[src/rtl/mem_arbiter.sv]
// Single-port memory arbiter: shares one RAM command port between instruction fetch
// and the load/store unit. Data has priority, with a starvation guard for fetch and an abort timeout.
module mem_arbiter #(
    parameter int ADDR_W       = 16,
    parameter int STARVE_LIMIT = 4,
    parameter int TIMEOUT      = 255
) (
    input  logic              i_clk,
    input  logic              i_rst,
    input  logic              i_f_req,
    input  logic [ADDR_W-1:0] i_f_addr,
    output logic              o_f_cack,
    output logic              o_f_ready,
    input  logic              i_d_req,
    input  logic              i_d_we,
    input  logic [ADDR_W-1:0] i_d_addr,
    input  logic [15:0]       i_d_wdata,
    output logic              o_d_cack,
    output logic              o_d_ready,
    output logic [31:0]       o_rdata,
    output logic              o_mem_req,
    output logic              o_mem_we,
    output logic [ADDR_W-1:0] o_mem_addr,
    output logic [15:0]       o_mem_wdata,
    input  logic              i_mem_ack,
    input  logic              i_mem_valid,
    input  logic [31:0]       i_mem_rdata,
    output logic              o_busy,
    output logic              o_timeout_err
);

    localparam int SW = (STARVE_LIMIT > 1) ? $clog2(STARVE_LIMIT + 1) : 1;
    localparam int TW = (TIMEOUT > 2) ? $clog2(TIMEOUT) : 1;
    localparam logic [SW-1:0] STREAK_MAX = SW'(STARVE_LIMIT);
    localparam logic [TW-1:0] TOUT_LAST  = TW'(TIMEOUT - 1);

    typedef enum logic [1:0] {
        IDLE,
        ISSUE,
        WAIT
    } state_t;

    state_t            r_state,     w_stateNext;
    logic              r_ownerData, w_ownerDataNext;
    logic [SW-1:0]     r_streak,    w_streakNext;
    logic [TW-1:0]     r_toutCnt,   w_toutCntNext;
    logic              r_fCack,     w_fCackNext;
    logic              r_fReady,    w_fReadyNext;
    logic              r_dCack,     w_dCackNext;
    logic              r_dReady,    w_dReadyNext;
    logic [31:0]       r_rdata,     w_rdataNext;
    logic              r_memReq,    w_memReqNext;
    logic              r_memWe,     w_memWeNext;
    logic [ADDR_W-1:0] r_memAddr,   w_memAddrNext;
    logic [15:0]       r_memWdata,  w_memWdataNext;
    logic              r_toutErr,   w_toutErrNext;

    logic w_grantData;
    logic w_grantFetch;
    logic w_memDone;

    // Fetch wins only once data has taken STARVE_LIMIT grants in a row past it.
    assign w_grantData  = i_d_req && !(i_f_req && (r_streak == STREAK_MAX));
    assign w_grantFetch = i_f_req && !w_grantData;
    assign w_memDone    = (r_state == ISSUE) ? (i_mem_ack && i_mem_valid) : i_mem_valid;

    always_ff @(posedge i_clk) begin
        if (i_rst) begin
            r_state     <= IDLE;
            r_ownerData <= 1'b0;
            r_streak    <= '0;
            r_toutCnt   <= '0;
            r_fCack     <= 1'b0;
            r_fReady    <= 1'b0;
            r_dCack     <= 1'b0;
            r_dReady    <= 1'b0;
            r_rdata     <= '0;
            r_memReq    <= 1'b0;
            r_memWe     <= 1'b0;
            r_memAddr   <= '0;
            r_memWdata  <= '0;
            r_toutErr   <= 1'b0;
        end else begin
            r_state     <= w_stateNext;
            r_ownerData <= w_ownerDataNext;
            r_streak    <= w_streakNext;
            r_toutCnt   <= w_toutCntNext;
            r_fCack     <= w_fCackNext;
            r_fReady    <= w_fReadyNext;
            r_dCack     <= w_dCackNext;
            r_dReady    <= w_dReadyNext;
            r_rdata     <= w_rdataNext;
            r_memReq    <= w_memReqNext;
            r_memWe     <= w_memWeNext;
            r_memAddr   <= w_memAddrNext;
            r_memWdata  <= w_memWdataNext;
            r_toutErr   <= w_toutErrNext;
        end
    end

    always_comb begin
        w_stateNext     = r_state;
        w_ownerDataNext = r_ownerData;
        w_streakNext    = r_streak;
        w_toutCntNext   = r_toutCnt;
        w_fCackNext     = 1'b0;
        w_fReadyNext    = 1'b0;
        w_dCackNext     = 1'b0;
        w_dReadyNext    = 1'b0;
        w_rdataNext     = r_rdata;
        w_memReqNext    = r_memReq;
        w_memWeNext     = r_memWe;
        w_memAddrNext   = r_memAddr;
        w_memWdataNext  = r_memWdata;
        w_toutErrNext   = 1'b0;

        case (r_state)
            IDLE: begin
                if (w_grantData) begin
                    w_memAddrNext   = i_d_addr;
                    w_memWeNext     = i_d_we;
                    w_memWdataNext  = i_d_wdata;
                    w_memReqNext    = 1'b1;
                    w_dCackNext     = 1'b1;
                    w_ownerDataNext = 1'b1;
                    w_toutCntNext   = '0;
                    w_stateNext     = ISSUE;
                    if (!i_f_req) begin
                        w_streakNext = '0;
                    end else if (r_streak != STREAK_MAX) begin
                        w_streakNext = r_streak + 1'b1;
                    end
                end else if (w_grantFetch) begin
                    w_memAddrNext   = i_f_addr;
                    w_memWeNext     = 1'b0;
                    w_memReqNext    = 1'b1;
                    w_fCackNext     = 1'b1;
                    w_ownerDataNext = 1'b0;
                    w_toutCntNext   = '0;
                    w_streakNext    = '0;
                    w_stateNext     = ISSUE;
                end
            end

            // A real completion on the final cycle beats the timeout abort.
            ISSUE, WAIT: begin
                w_toutCntNext = r_toutCnt + 1'b1;
                if (w_memDone) begin
                    w_memReqNext = 1'b0;
                    w_fReadyNext = !r_ownerData;
                    w_dReadyNext = r_ownerData;
                    if (!r_memWe) begin
                        w_rdataNext = i_mem_rdata;
                    end
                    w_stateNext = IDLE;
                end else if (r_toutCnt == TOUT_LAST) begin
                    w_memReqNext  = 1'b0;
                    w_toutErrNext = 1'b1;
                    w_fReadyNext  = !r_ownerData;
                    w_dReadyNext  = r_ownerData;
                    w_rdataNext   = '0;
                    w_stateNext   = IDLE;
                end else if ((r_state == ISSUE) && i_mem_ack) begin
                    w_memReqNext = 1'b0;
                    w_stateNext  = WAIT;
                end
            end

            default: begin
                w_stateNext  = IDLE;
                w_memReqNext = 1'b0;
            end
        endcase
    end

    assign o_f_cack      = r_fCack;
    assign o_f_ready     = r_fReady;
    assign o_d_cack      = r_dCack;
    assign o_d_ready     = r_dReady;
    assign o_rdata       = r_rdata;
    assign o_mem_req     = r_memReq;
    assign o_mem_we      = r_memWe;
    assign o_mem_addr    = r_memAddr;
    assign o_mem_wdata   = r_memWdata;
    assign o_timeout_err = r_toutErr;
    assign o_busy        = (r_state != IDLE);

endmodule
[config.mk]
export PLATFORM = sky130hd
export DESIGN_NAME = mem_arbiter
export DESIGN_NICKNAME = d
export VERILOG_FILES = /design/src/rtl/mem_arbiter.sv
export SDC_FILE = /design/constraint.sdc
export NUM_CORES = 1
export LEC_CHECK = 0
export ABC_AREA = 1
export CAP_MARGIN = 10
export CORE_MARGIN = 2
export CORE_UTILIZATION = 45
export CTS_BUF_LIST = sky130_fd_sc_hd__clkbuf_8 sky130_fd_sc_hd__clkbuf_16
export CTS_CLUSTER_DIAMETER = 100
export CTS_CLUSTER_SIZE = 12
export DETAILED_ROUTE_END_ITERATION = 10
export PLACE_DENSITY = 0.85
export SLEW_MARGIN = 5
export SYNTH_ARGS = -nofsm -noshare
export SYNTH_HDL_FRONTEND = slang
export SYNTH_SLANG_ARGS = --single-unit
[constraint.sdc]
create_clock -name i_clk -period 3.5 [get_ports i_clk]
set_clock_uncertainty 0.05 [all_clocks]
set_input_delay 0.875 -clock i_clk [delete_from_list [all_inputs] [get_ports i_clk]]
set_output_delay 0.875 -clock i_clk [all_outputs]
set_load 0.01 [all_outputs]
==> run summary <==
Synthesized Nets -> 601
CTS buffer count -> 9
Layout cells sized above 1 -> 0.0698
Gp weighted congestion -> 0.885
Startpoint Class -> flip-flop
CTS H-Tree Depth -> 3
Core Util, Final -> 0.699
Crit. Startpoint -> o_mem_req
Maximum vdd drop -> 0.294 mV
Synth-to-layout area growth -> 48.9%
R2r setup slk -> 1460 ps
Crit path largest cell delay -> 590 ps
Initial cell density of the core -> 0.470
Clk slew on worst S/H paths -> 80 ps
Num rows -> 32
Chip width -> 94.3 um
Max-Cap Viols -> 0
Endpoint class of the critical path -> output port
RR Startpoint -> r_toutCnt[0]
Critical path's top delay family -> buffers and inverters
Worst path buffer plus inverter count -> 3
Worst-path maximum fanout -> 4
Synthesized area -> 0.00367 sq mm
Power Density -> 473 mW/mm^2
I/O pin count -> 159
Area of the core -> 0.00781 sq mm
Port buffer count -> 158
Routed via count -> 3821
Nets -> 748
CP Depth -> 4
Final setup fails -> 0
Global-route usage over all layers -> 0.229
Commonest non-fill, non-tap cell in the layout -> clkdlybuf4s50_1
Starting DRC count in detailed routing -> 253
Mapped Cells -> 507
Mapped Avg Cell Area -> 7.23 sq um
Fmax -> 360 MHz
Routed len/inst -> 13.4 um
Yosys reg bits -> 84
Final Cycle Share -> 0.793
Slew Limit Fails -> 0
Worst-Skew Late Latency -> 340 ps
Worst Tran Pin Value -> 551 ps
CTS resizes -> 0
Arr. time, crit path -> 1850 ps
R2r worst-path depth -> 10
First-pass GRT wire length -> 16300 um
Worst EP required -> 2570 ps
Antenna Violating Nets Remaining -> 0
Remaining Overflow, GRT -> 0
CTS tree -> done
Reg-to-reg endpoint -> o_rdata[14]
Max stage delay cell, worst path -> clkdlybuf4s50_1
Vias in the first global route -> 3632
# clock sinks -> 84
Die area -> 0.00888 sq mm
Die Y -> 94.3 um
Max-slew headroom -> 0.632
Final hold vios -> 0
Most frequent cells in the layout -> clkdlybuf4s50_1 (158), nor2_1 (131), nand2_1 (94)
CTS Buffer Depth -> 2
Largest net degree at the start of global routing -> 35
Ant diodes -> 0
Hold Path Class -> reg -> reg
Leakage power -> 2.23 nW
Synth warn -> 0
First drt pass iteration count -> 4
Post-route setup TNS -> 0 ps
Seq/Total Area, Yosys -> 0.459
Post-CTS Hold Buffers -> 0
Final WL -> 10200 um
CP Capture Point -> o_busy
RSZ-0062 raised after global routing -> no
Postcts setup bufs -> 0
CP Cell Sequence -> inv_1 -> ha_1 -> inv_1 -> clkdlybuf4s50_1
Worst path most repeated cell -> inv_1
Filler cells -> 657
Initial antenna violation count -> 0
Status -> complete, no violations
Remaining DRCs -> 0
Critical Setup Path Class -> reg -> out
Unique masters post-synth -> 28
Total power draw -> 0.00258 W
Vias per Instance -> 5.02
Root Driver -> clkbuf_8
Post-route minimum period -> 2780 ps
Post-DP HPWL -> 7320 um
metrics by stage:
stage	instances	hold slack (ps)	worst slack (ps)	instance area [sq um]
after CTS	761	362	702	5460
after global placement	745	350	708	5260
after detailed placement	745	350	657	5260
final	761	359	724	5460
after floorplan	507	341	1690	3670
after global routing	761	381	661	5460
power breakdown:
part           internal, W  total (W)  switching, W
combinational     0.000377   0.000759      0.000382
clock             0.000364   0.000695      0.000331
sequential         0.00107    0.00113     0.0000624
state kept, by name, summed over array words and instances, names as in the netlist:
register       flops
o_d_cack           1
r_toutCnt          8
o_mem_addr        16
o_mem_req          1
o_mem_we           1
o_d_ready          1
o_mem_wdata       16
o_f_ready          1
r_ownerData        1
r_streak           3
o_f_cack           1
o_rdata           32
r_state            1
o_timeout_err      1
worst min-delay path by stage:
| stage | start | end | slack, ps | cells past startpoint |
|---|---|---|---|---|
| 6_report | r_ownerData | o_f_ready | 360 | 1 |
| 3_5_place_dp | r_ownerData | o_f_ready | 350 | 1 |
| 2_1_floorplan | r_ownerData | o_f_ready | 340 | 1 |
| 5_1_grt | r_ownerData | o_f_ready | 380 | 1 |
| 4_1_cts | r_ownerData | o_f_ready | 360 | 1 |
| 3_3_place_gp | r_ownerData | o_f_ready | 350 | 1 |
per-layer routing:
layer	share of wire	global-route usage	vias to the layer above
met5	0	0	-
met4	0.015	0.0785	0
met3	0.10	0.0698	14
met2	0.47	0.382	168
met1	0.41	0.279	1722
li1	-	-	1917
Yosys cell counts (all sizes together):
library cell	n	area, sq um
nor2	144	592
nand2	100	395
dfxtp	84	1680
nand3	57	285
inv	29	109
o21ai	27	150
buf	22	134
o31ai	16	120
a21oi	10	50.1
ha	7	87.6
clkbuf	4	15.0
nand4	4	25.0
nor4	1	6.26
or2	1	6.26
xor2	1	8.76
logic make-up (layout without fill, tap and decap cells):
family	Yosys count	after routing	share of synthesized area
buffers and inverters	55	207	0.0703
flip-flops	84	84	0.459
AO/OA/AOI/OAI	53	53	0.0874
XOR/XNOR	1	1	0.00239
adder cells (fa/ha/maj)	7	7	0.0239
AND/OR/NAND/NOR	307	307	0.357
final cells by class:
cell class	count	area, sq um	share of cell area
clock buffer	11	151	0.0277
clock inverter	5	51.3	0.00940
inverter	29	109	0.0199
multi-input combinational	368	1730	0.316
sequential	84	1680	0.308
tap	102	128	0.0234
timing repair buffer	162	1610	0.295
Power figures use the tool's default switching activity.
